$ cat src/rtl/ahb_uart_tx_if.sv
// AHB-Lite bus bundle between the bus matrix (master side) and the UART TX slave.
// Master drives the address/control/write data; the slave returns hrdata, hresp
// and hready.
interface ahb_uart_tx_if;
    logic [31:0] haddr;
    logic [31:0] hwdata;
    logic [31:0] hrdata;
    logic        hwrite;
    logic        hsel;
    logic        hmastlock;
    logic [1:0]  htrans;
    logic [2:0]  hsize;
    logic [2:0]  hburst;
    logic [3:0]  hprot;
    logic        hresp;
    logic        hready;

    modport master (
        output haddr, hwdata, hwrite, hsel, hmastlock, htrans, hsize, hburst, hprot,
        input  hrdata, hresp, hready
    );

    modport slave (
        input  haddr, hwdata, hwrite, hsel, hmastlock, htrans, hsize, hburst, hprot,
        output hrdata, hresp, hready
    );
endinterface

$ cat src/rtl/ahb_uart_tx.sv
// AHB-Lite UART transmitter: zero-wait-state slave feeding a small byte FIFO that
// a TX state machine serialises as 8N1 frames on txd.
// Ports:
//   CLK  - system clock, rising edge
//   RST  - synchronous active-high reset
//   ahb  - AHB-Lite slave bundle (hrdata combinational in the data phase,
//          hresp tied OKAY, hready tied 1)
//   txd  - serial output, idle high
//   irq  - level, high when FIFO empty and transmitter idle
// Registers (haddr[3:2]): 0 TXDATA, 1 STATUS, 2 BAUDDIV, 3 reserved.
module ahb_uart_tx #(
    parameter logic [31:0] START_ADDR   = 32'h0000_0000,
    parameter int unsigned FIFO_DEPTH   = 8,
    parameter logic [15:0] BAUD_DIV_RST = 16'd867
) (
    input  logic         CLK,
    input  logic         RST,
    ahb_uart_tx_if.slave ahb,
    output logic         txd,
    output logic         irq
);

    localparam int unsigned PTR_W = (FIFO_DEPTH > 1) ? $clog2(FIFO_DEPTH) : 1;
    localparam int unsigned CNT_W = PTR_W + 1;
    localparam logic [CNT_W-1:0] FULL_CNT = CNT_W'(FIFO_DEPTH);

    localparam logic [1:0] ADDR_TXDATA  = 2'd0;
    localparam logic [1:0] ADDR_STATUS  = 2'd1;
    localparam logic [1:0] ADDR_BAUDDIV = 2'd2;

    typedef enum logic [1:0] {
        ST_IDLE  = 2'd0,
        ST_START = 2'd1,
        ST_DATA  = 2'd2,
        ST_STOP  = 2'd3
    } state_t;

    // Bus pipeline registers
    logic             r_dp_valid;
    logic             r_dp_write;
    logic [1:0]       r_dp_addr;

    // FIFO and control registers
    logic [7:0]       r_mem [FIFO_DEPTH];
    logic [PTR_W-1:0] r_wptr;
    logic [PTR_W-1:0] r_rptr;
    logic [CNT_W-1:0] r_count;
    logic             r_ovf;
    logic [15:0]      r_baud_div;

    // Transmitter registers
    state_t           r_state;
    logic [15:0]      r_baud_cnt;
    logic [2:0]       r_bit_idx;
    logic [7:0]       r_shift;
    logic             r_txd;
    logic             r_irq;

    // Combinational signals
    logic             w_hready;
    logic             w_addr_ph;
    logic             w_wr;
    logic             w_push_req;
    logic             w_push;
    logic             w_pop;
    logic             w_full;
    logic             w_empty;
    logic             w_busy;
    logic             w_ovf_set;
    logic             w_tick;
    logic [CNT_W-1:0] w_count_nxt;
    logic [31:0]      w_status;
    logic [31:0]      w_hrdata;
    state_t           w_state_nxt;
    logic [15:0]      w_cnt_nxt;
    logic [2:0]       w_bit_nxt;
    logic [7:0]       w_shift_nxt;
    logic             w_txd_nxt;
    logic             w_irq_nxt;
    logic             w_unused;

    // Width, size, burst, protection and the upper address bits do not affect decode
    assign w_unused = &{1'b0, ahb.haddr[31:4], ahb.haddr[1:0], ahb.hwdata[31:16],
                        ahb.hmastlock, ahb.hsize, ahb.hburst, ahb.hprot,
                        ahb.htrans[0], START_ADDR};

    assign w_hready   = 1'b1;
    assign ahb.hready = w_hready;
    assign ahb.hresp  = 1'b0;
    assign ahb.hrdata = w_hrdata;
    assign txd        = r_txd;
    assign irq        = r_irq;

    assign w_addr_ph  = ahb.hsel & ahb.htrans[1] & w_hready;
    assign w_wr       = r_dp_valid & r_dp_write;
    assign w_push_req = w_wr & (r_dp_addr == ADDR_TXDATA);
    assign w_full     = (r_count == FULL_CNT);
    assign w_empty    = (r_count == '0);
    assign w_busy     = (r_state != ST_IDLE);
    // A push into a full FIFO only lands if the transmitter frees a slot this cycle
    assign w_push     = w_push_req & (~w_full | w_pop);
    assign w_ovf_set  = w_push_req & w_full & ~w_pop;
    assign w_tick     = (r_baud_cnt == '0);
    assign w_count_nxt = r_count + CNT_W'(w_push) - CNT_W'(w_pop);

    assign w_status = {20'd0, 4'(r_count), 4'd0, r_ovf, w_busy, w_empty, w_full};

    // Read data mux, only live during a read data phase
    always_comb begin
        w_hrdata = '0;
        if (r_dp_valid && !r_dp_write) begin
            case (r_dp_addr)
                ADDR_STATUS:  w_hrdata = w_status;
                ADDR_BAUDDIV: w_hrdata = {16'd0, r_baud_div};
                default:      w_hrdata = '0;
            endcase
        end
    end

    // Address-phase capture
    always_ff @(posedge CLK) begin
        if (RST) begin
            r_dp_valid <= 1'b0;
            r_dp_write <= 1'b0;
            r_dp_addr  <= 2'd0;
        end else begin
            r_dp_valid <= w_addr_ph;
            r_dp_write <= ahb.hwrite;
            r_dp_addr  <= ahb.haddr[3:2];
        end
    end

    // FIFO storage; contents need no reset since count gates every read
    always_ff @(posedge CLK) begin
        if (w_push) begin
            r_mem[r_wptr] <= ahb.hwdata[7:0];
        end
    end

    // FIFO pointers, overflow flag and baud divisor
    always_ff @(posedge CLK) begin
        if (RST) begin
            r_wptr     <= '0;
            r_rptr     <= '0;
            r_count    <= '0;
            r_ovf      <= 1'b0;
            r_baud_div <= BAUD_DIV_RST;
        end else begin
            r_count <= w_count_nxt;
            if (w_push) begin
                r_wptr <= r_wptr + PTR_W'(1);
            end
            if (w_pop) begin
                r_rptr <= r_rptr + PTR_W'(1);
            end
            if (w_ovf_set) begin
                r_ovf <= 1'b1;
            end else if (w_wr && (r_dp_addr == ADDR_STATUS) && ahb.hwdata[3]) begin
                r_ovf <= 1'b0;
            end
            if (w_wr && (r_dp_addr == ADDR_BAUDDIV)) begin
                r_baud_div <= ahb.hwdata[15:0];
            end
        end
    end

    // TX state register
    always_ff @(posedge CLK) begin
        if (RST) begin
            r_state <= ST_IDLE;
        end else begin
            r_state <= w_state_nxt;
        end
    end

    // TX next state, FIFO pop and bit-timing datapath
    always_comb begin
        w_state_nxt = r_state;
        w_pop       = 1'b0;
        w_cnt_nxt   = r_baud_cnt;
        w_bit_nxt   = r_bit_idx;
        w_shift_nxt = r_shift;
        case (r_state)
            ST_IDLE: begin
                if (!w_empty) begin
                    w_pop       = 1'b1;
                    w_shift_nxt = r_mem[r_rptr];
                    w_cnt_nxt   = r_baud_div;
                    w_state_nxt = ST_START;
                end
            end
            ST_START: begin
                if (w_tick) begin
                    w_cnt_nxt   = r_baud_div;
                    w_bit_nxt   = 3'd0;
                    w_state_nxt = ST_DATA;
                end else begin
                    w_cnt_nxt = r_baud_cnt - 16'd1;
                end
            end
            ST_DATA: begin
                if (w_tick) begin
                    w_cnt_nxt = r_baud_div;
                    w_bit_nxt = r_bit_idx + 3'd1;
                    if (r_bit_idx == 3'd7) begin
                        w_state_nxt = ST_STOP;
                    end
                end else begin
                    w_cnt_nxt = r_baud_cnt - 16'd1;
                end
            end
            ST_STOP: begin
                if (w_tick) begin
                    w_cnt_nxt = r_baud_div;
                    // Chain straight into the next frame when data is waiting
                    if (!w_empty) begin
                        w_pop       = 1'b1;
                        w_shift_nxt = r_mem[r_rptr];
                        w_state_nxt = ST_START;
                    end else begin
                        w_state_nxt = ST_IDLE;
                    end
                end else begin
                    w_cnt_nxt = r_baud_cnt - 16'd1;
                end
            end
            default: begin
                w_state_nxt = ST_IDLE;
            end
        endcase
    end

    // TX outputs, computed from the next state so the registered pins line up with it
    always_comb begin
        w_txd_nxt = 1'b1;
        case (w_state_nxt)
            ST_START: w_txd_nxt = 1'b0;
            ST_DATA:  w_txd_nxt = w_shift_nxt[w_bit_nxt];
            default:  w_txd_nxt = 1'b1;
        endcase
        w_irq_nxt = (w_count_nxt == '0) && (w_state_nxt == ST_IDLE);
    end

    // TX datapath and output registers
    always_ff @(posedge CLK) begin
        if (RST) begin
            r_baud_cnt <= '0;
            r_bit_idx  <= '0;
            r_shift    <= '0;
            r_txd      <= 1'b1;
            r_irq      <= 1'b1;
        end else begin
            r_baud_cnt <= w_cnt_nxt;
            r_bit_idx  <= w_bit_nxt;
            r_shift    <= w_shift_nxt;
            r_txd      <= w_txd_nxt;
            r_irq      <= w_irq_nxt;
        end
    end

endmodule
$ cat src/flat_wrapper.sv
// flat-port wrapper written by rule: the top's interface ports become plain ports
module ahb_uart_tx_flat 
#(
    parameter logic [31:0] START_ADDR   = 32'h0000_0000,
    parameter int unsigned FIFO_DEPTH   = 8,
    parameter logic [15:0] BAUD_DIV_RST = 16'd867
)
  (CLK, RST, txd, irq, ahb_haddr, ahb_hwdata, ahb_hwrite, ahb_hsel, ahb_hmastlock, ahb_htrans, ahb_hsize, ahb_hburst, ahb_hprot, ahb_hrdata, ahb_hresp, ahb_hready);
  ahb_uart_tx_if ahb_i ();
  input  logic CLK;
  input  logic RST;
  output logic txd;
  output logic irq;
  input wire logic [$bits(ahb_i.haddr)-1:0] ahb_haddr;
  input wire logic [$bits(ahb_i.hwdata)-1:0] ahb_hwdata;
  input wire logic [$bits(ahb_i.hwrite)-1:0] ahb_hwrite;
  input wire logic [$bits(ahb_i.hsel)-1:0] ahb_hsel;
  input wire logic [$bits(ahb_i.hmastlock)-1:0] ahb_hmastlock;
  input wire logic [$bits(ahb_i.htrans)-1:0] ahb_htrans;
  input wire logic [$bits(ahb_i.hsize)-1:0] ahb_hsize;
  input wire logic [$bits(ahb_i.hburst)-1:0] ahb_hburst;
  input wire logic [$bits(ahb_i.hprot)-1:0] ahb_hprot;
  output wire logic [$bits(ahb_i.hrdata)-1:0] ahb_hrdata;
  output wire logic [$bits(ahb_i.hresp)-1:0] ahb_hresp;
  output wire logic [$bits(ahb_i.hready)-1:0] ahb_hready;
  assign ahb_i.haddr = ahb_haddr;
  assign ahb_i.hwdata = ahb_hwdata;
  assign ahb_i.hwrite = ahb_hwrite;
  assign ahb_i.hsel = ahb_hsel;
  assign ahb_i.hmastlock = ahb_hmastlock;
  assign ahb_i.htrans = ahb_htrans;
  assign ahb_i.hsize = ahb_hsize;
  assign ahb_i.hburst = ahb_hburst;
  assign ahb_i.hprot = ahb_hprot;
  assign ahb_hrdata = ahb_i.hrdata;
  assign ahb_hresp = ahb_i.hresp;
  assign ahb_hready = ahb_i.hready;
  ahb_uart_tx #(.START_ADDR(START_ADDR), .FIFO_DEPTH(FIFO_DEPTH), .BAUD_DIV_RST(BAUD_DIV_RST)) u_core (.CLK(CLK), .RST(RST), .ahb(ahb_i), .txd(txd), .irq(irq));
endmodule
$ cat config.mk
export PLATFORM = sky130hd
export DESIGN_NAME = ahb_uart_tx_flat
export DESIGN_NICKNAME = d
export VERILOG_FILES = /design/src/rtl/ahb_uart_tx_if.sv /design/src/rtl/ahb_uart_tx.sv /design/src/flat_wrapper.sv
export SDC_FILE = /design/constraint.sdc
export NUM_CORES = 1
export LEC_CHECK = 0
export CORE_MARGIN = 4
export CORE_UTILIZATION = 54
export CTS_BUF_LIST = sky130_fd_sc_hd__clkbuf_8
export DETAILED_ROUTE_END_ITERATION = 6
export PLACE_DENSITY = 0.85
export SYNTH_ARGS = -nofsm -noshare
export SYNTH_HDL_FRONTEND = slang
export SYNTH_SLANG_ARGS = --single-unit
$ cat constraint.sdc
create_clock -name CLK -period 4 [get_ports CLK]
set_input_delay 0.8 -clock CLK [delete_from_list [all_inputs] [get_ports CLK]]
set_output_delay 0.8 -clock CLK [all_outputs]
set_load 0.02 [all_outputs]
== Word-level counts from Yosys, hierarchy flattened ==
Memory sizes are Yosys's and may differ from the RTL's. A register that Yosys moved wholly into a read port is not among the register bits.
Cells that the tools add are included.
Storage, ports and cells
  word-level logic and storage cells: 86
  memories: 1
  output and inout port bits: 36
  bits in registers: 62
  input bits: 81
  bits in writable memories: 64
Memories
  u_core.r_mem: depth 8, width 8, read ports 1, clocked after memory_dff 1, write ports 1, RTL line ahb_uart_tx.sv:44  | logic [7:0] r_mem [FIFO_DEPTH];
Operators by class
  reduce and logical (&&, ||, !) cells: 15
  magnitude comparators: 1
  mux-type cells: 30
  add/sub/neg operators: 6
  equality and inequality tests: 10
  bitwise gates (word level): 9
Operators by type and width (number)
  $pmux W16 S2: 2
  $mux W16: 3
  $logic_not A16 Y1: 1
  $mux W8: 2
  $pmux W8 S2: 1
  $sub A16 B1 Y16 const B: 1
  $mux W3: 4
  $mux W2: 5
  $add A3 B1 Y3 const B: 3
  $eq A2 B2 Y1 const B: 4
  $logic_not A4 Y1: 2
  $mux W1: 8
  $pmux W2 S4: 1
  $and A1 B1 Y1: 6
  $eq A2 B1 Y1 const B: 3
  $logic_not A2 Y1: 3
  $pmux W3 S2: 1
  $logic_and A1 B1 Y1: 5
  $add A4 B1 Y4: 1
  $eq A4 B4 Y1 const B: 1
  $lt A3 B4 Y1 const B: 1
  $pmux W1 S2: 2
  $reduce_bool A2 Y1: 2
  $sub A4 B1 Y4: 1
  other kinds (7): 8

== Longest topological paths before layout ==
  depth in word-level cells: 10
  mapped depth: 13
  gate-level depth less buffers: 13

== Least setup slack after synthesis ==
No wires, ideal clock.
  path kind: flip-flop to flip-flop
  start: reg u_core.r_baud_cnt[0]
  end: reg u_core.r_irq (netlist: u_core.irq)
  cell stages (with the launch flop): 13
  slack: 0.626 ns
  setup time: 0.116 ns
  arrival: 3.257 ns
  buffers on the path: 0
  required time: 3.884 ns
  path through: dfxtp_1 > inv_1 > ha_1 > or4b_1 > nor4_4 > a31oi_2 > a31oi_1 > ha_1 > inv_1 > fa_1 > xor2_1 > and4b_1 > a31o_2
Between the ends
  word-level cells in the longest chain between the ends: 9
  elaborated cells between the ends (all ways): 14
  those cells by class: add/sub (2); mux (6); bitwise (2); reduce/logical (4)
RTL lines
  start, declared: RTL line ahb_uart_tx.sv:53  | logic [15:0] r_baud_cnt;
  start signal, assigned: RTL line ahb_uart_tx.sv:253  | r_baud_cnt <= w_cnt_nxt;
  $logic_not A16 Y1: RTL line ahb_uart_tx.sv:103  | assign w_tick = (r_baud_cnt == '0);
  $mux W1: RTL line ahb_uart_tx.sv:213  | if (w_tick) begin
  $pmux W1 S2: RTL line ahb_uart_tx.sv:183  | case (r_state)
  $or A1 B1 Y1: RTL line ahb_uart_tx.sv:101  | assign w_push = w_push_req & (~w_full | w_pop);
  $and A1 B1 Y1: RTL line ahb_uart_tx.sv:101
  named net u_core.w_push: RTL line ahb_uart_tx.sv:64  | logic w_push;
  $add A4 B1 Y4: RTL line ahb_uart_tx.sv:104  | assign w_count_nxt = r_count + CNT_W'(w_push) - CNT_W'(w_pop);
  $sub A4 B1 Y4: RTL line ahb_uart_tx.sv:104
  $logic_not A4 Y1: RTL line ahb_uart_tx.sv:241  | w_irq_nxt = (w_count_nxt == '0) && (w_state_nxt == ST_IDLE);
  $logic_and A1 B1 Y1: RTL line ahb_uart_tx.sv:241
  end signal, assigned: RTL line ahb_uart_tx.sv:257  | r_irq <= w_irq_nxt;
  end, declared: RTL line ahb_uart_tx.sv:57  | logic r_irq;
The timed path passes the listed nets, and every way through them passes these cells.
A chain may end at the register's enable or synchronous reset.

== Final worst setup path ==
Ends and elaborated chain as after synthesis.

==> impl.org <==
** Cells and area
- The finished layout holds 747 standard cells, fillers aside.
- Fill cell instance count of the final layout :: 820
- With fillers left out, the area of the finished cells amounts to 0.006839 mm².
- Post-layout net count :: 695
- Relative to the synthesized area, the layout overhead comes to 14.81%.
- Fraction of final layout cells with drive strength greater than 1 :: 12.03%
- 0 antenna diodes ended up in the layout.

** Setup path
- For the worst flop-to-flop path, the logic depth is 12.
- STA puts the critical path data required time at 4330 ps.
- The worst setup path is launched from a flop.
- The worst setup path is captured at a flop.
- Arrival time reported for the critical path endpoint :: 3880 ps
- Of all nets on the critical path, the largest fanout is 10.
- The critical path in this run is classified as flop to flop.

** Worst hold path
- Along the worst hold path, the cell count comes to 2.
- In this run the worst hold path is classified as flop to flop.

** Detailed routing
- After detailed routing, the number of vias per cell comes to 5.901.
- The routed layout has 4408 vias.
- First DRT Iteration DRCs :: 389
- Routed wire length :: 13330 µm
- Pre-Repair DR Iteration Count :: 7
- Detail-routed net length per standard cell :: 17.85 µm
- Number of nets with antenna violations after detailed routing :: 0
- In the routed design, unresolved DRC markers number 0.

** Outcome
- Result of the run :: completed

** Synth
- Synth top area share :: 32.26%
- For this run, the number of Yosys warnings is 0.
- Synth cell count leaders :: 65 x dfxtp_1, 65 x nand2_1, 64 x edfxtp_1, 62 x nor2_1, 32 x a21oi_1
- Sequential elements use 54.11% of the synthesized area.
- Of all cell types, the one taking the most synthesized area is edfxtp_1.
- Number of standard cells after synthesis :: 546
- In this run, synthesis produced a sequential element count of 129.
- Summing every instance area after synthesis gives 0.005957 mm².
- Number of flops mapped to enable cells by yosys :: 64
- In the synthesized netlist the async set-or-reset flop fraction comes to 0%.
- A synthesized cell averages 10.91 µm².
- Prevailing post-synth register cell :: dfxtp_1
- Biggest area contributors in the synthesized netlist :: edfxtp_1 32%, dfxtp_1 22%, mux4_2 6.0%
- The synthesized netlist contains 60 unique library cells.

** Clocking
- Maximum level of the CTS H-tree :: 4
- CTS root buf :: clkbuf_8
- Quantity of gates resized following cts :: 0
- Clock-pin slew was measured on the worst setup and hold paths at 80 ps.
- Counting every sink on the clock net gives 129.
- Total CTS buffers :: 17
- Post-CTS repair timing setup buffer count :: 0
- In this run the deepest clock path goes through 2 buffers.
- The later pin in the worst-skew pair is clocked with a latency of 430 ps.
- Post-cts hold buffer count :: 0
- TritonCTS built the clock tree.

** Pwr
- For this design the static power due to leakage is 0.002493 µW.
- Across the VDD grid, the largest voltage drop is 0.0003978 V.
- Power consumption :: 4279 µW
- Power density over the cells :: 625.7 mW/mm²

** STA
- Final-report hold violation count :: 0
- In the post-route analysis, the smallest setup slack over all paths is 450.0 ps.
- After layout, the worst path uses 88.75% of the clock period.
- For the final routed database, the setup TNS stands at 0 ps.
- Least-Margin Pin Slew :: 1041 ps
- For the final database, setup skew stands at 10.85 ps.
- Setup repair after global routing left no endpoint under its margin.
- The final max-slew violation count was 0.
- Post-route minimum period :: 3550 ps
- Setup-violating endpoint count in the final report :: 0
- Based on the critical path, the design can be clocked at up to 0.2817 GHz.
- Headroom to the max-slew limit came out at 30.37%.

** Floorplanning
- From left edge to right edge, the die measures 113.0 µm.
- The region available for standard cell placement spans 0.01084 mm².
- In this run the vertical extent of the chip is 113.0 µm.
- Number of top-level pins :: 117
- Die Outline Area :: 0.01278 mm²
- Std cell rows :: 38
- Initial cell density of the core :: 54.95%

** GRT
- The via count of the first global-routing pass came to 4210.
- Entering global routing, the biggest net connects 45 pins.
- Total routing usage reported by global routing :: 21.52%
- Antenna violations before repair :: 0
- Overall overflow remaining after global route :: 0
- Global-route wire length before repair :: 21560 µm

** Placement
- Placer's final routability congestion estimate :: 0.8809
- Summing all placed instances gives a cell area of 0.006467 mm².
- Half-perimeter wire length after placement :: 9469 µm
- Prior to clock tree synthesis, the placed netlist has a worst setup slack of 498.5 ps.
- Placed cell count :: 715
- The count of buffers added on input and output ports is 40.

** Job
- Across the run, the number of max-cap violations was 0.
## report_power, final
| group | switching [µW] | leakage [µW] | internal (µW) | total (µW) |
|---|---|---|---|---|
| Combinational | 934 | 0.00121 | 631 | 1560 |
| Sequential | 158 | 0.00111 | 1530 | 1690 |
| Clock | 528 | 0.000173 | 495 | 1020 |
## logic make-up (layout without fill, tap and decap cells)
kind of cell	after synthesis	count (layout)	share of synthesized area, %
buf+inv	59	104	4.915
other cells	2	18	0.1261
fa+ha+maj	20	20	4.327
mux	28	28	8.087
simple gates	203	203	16.40
flops	129	129	54.11
xor+xnor	5	5	0.7353
compound gates	100	100	11.30
## placed cells by master (no fill, tap or decap), drive strengths merged, types with 11 or more instances in the layout
cell type / n
edfxtp: 64
clkdlybuf4s50: 39
inv: 21
mux2i: 11
mux4: 16
ha: 19
buf: 15
dfxtp: 65
a21oi: 33
nor2: 62
a22oi: 14
nor3: 15
o21ai: 19
clkbuf: 17
nand2: 65
conb: 18
## worst max-delay path, cell delays in order (launching register included)
cell     delay (ps)
dfxtp_1         330
inv_1            60
ha_1            230
or4b_1          510
nor4_4          310
a31oi_2         300
a31oi_1         420
ha_1            230
inv_1            60
fa_1            370
xor2_1          170
and4b_1         200
a31o_2          250
## stage by stage
stage,hold WS (ps),utilization [%]
after floorplan,440.3,-
after global placement,454.0,59.66
after detailed placement,467.1,59.66
after CTS,477.1,63.09
after global routing,506.5,63.09
final,478.1,63.09
## flip-flops by register name (all words and copies together) (netlist names), 3 cells and up, named ones only
signal / cells
u_core.r_wptr: 3
u_core.r_shift: 8
u_core.r_bit_idx: 3
u_core.r_count: 4
u_core.r_mem: 64
u_core.r_baud_div: 16
u_core.r_baud_cnt: 16
u_core.r_rptr: 3
## per-layer routing
layer	GRT usage, %	wire [µm]	part of all wire, %
met3	4.920	1011	7.6
met2	35.51	6648	50
met5	0	0	0
met4	7.692	295	2.2
met1	28.00	5378	40
## worst paths after layout
check	start	end	slack [ps]
setup / recovery	u_core.r_baud_cnt[0]	u_core.irq	450
hold / removal	u_core.r_baud_cnt[1]	u_core.r_baud_cnt[1]	480
setup reg to reg	u_core.r_baud_cnt[0]	u_core.irq	450
hold reg to reg	u_core.r_baud_cnt[1]	u_core.r_baud_cnt[1]	480
## final cells by class
cell class                 count  area (µm²)  share of cell area [%]
timing repair buffer          54       500.5                   7.318
multi-input combinational    374        2501                   36.57
clock buffer                  17       234.0                   3.421
sequential                   129        3223                   47.13
inverter                      18       67.56                  0.9879
tap                          140       175.2                   2.561
clock inverter                15       137.6                   2.012
No activity file was read; power rests on OpenSTA's default activity.
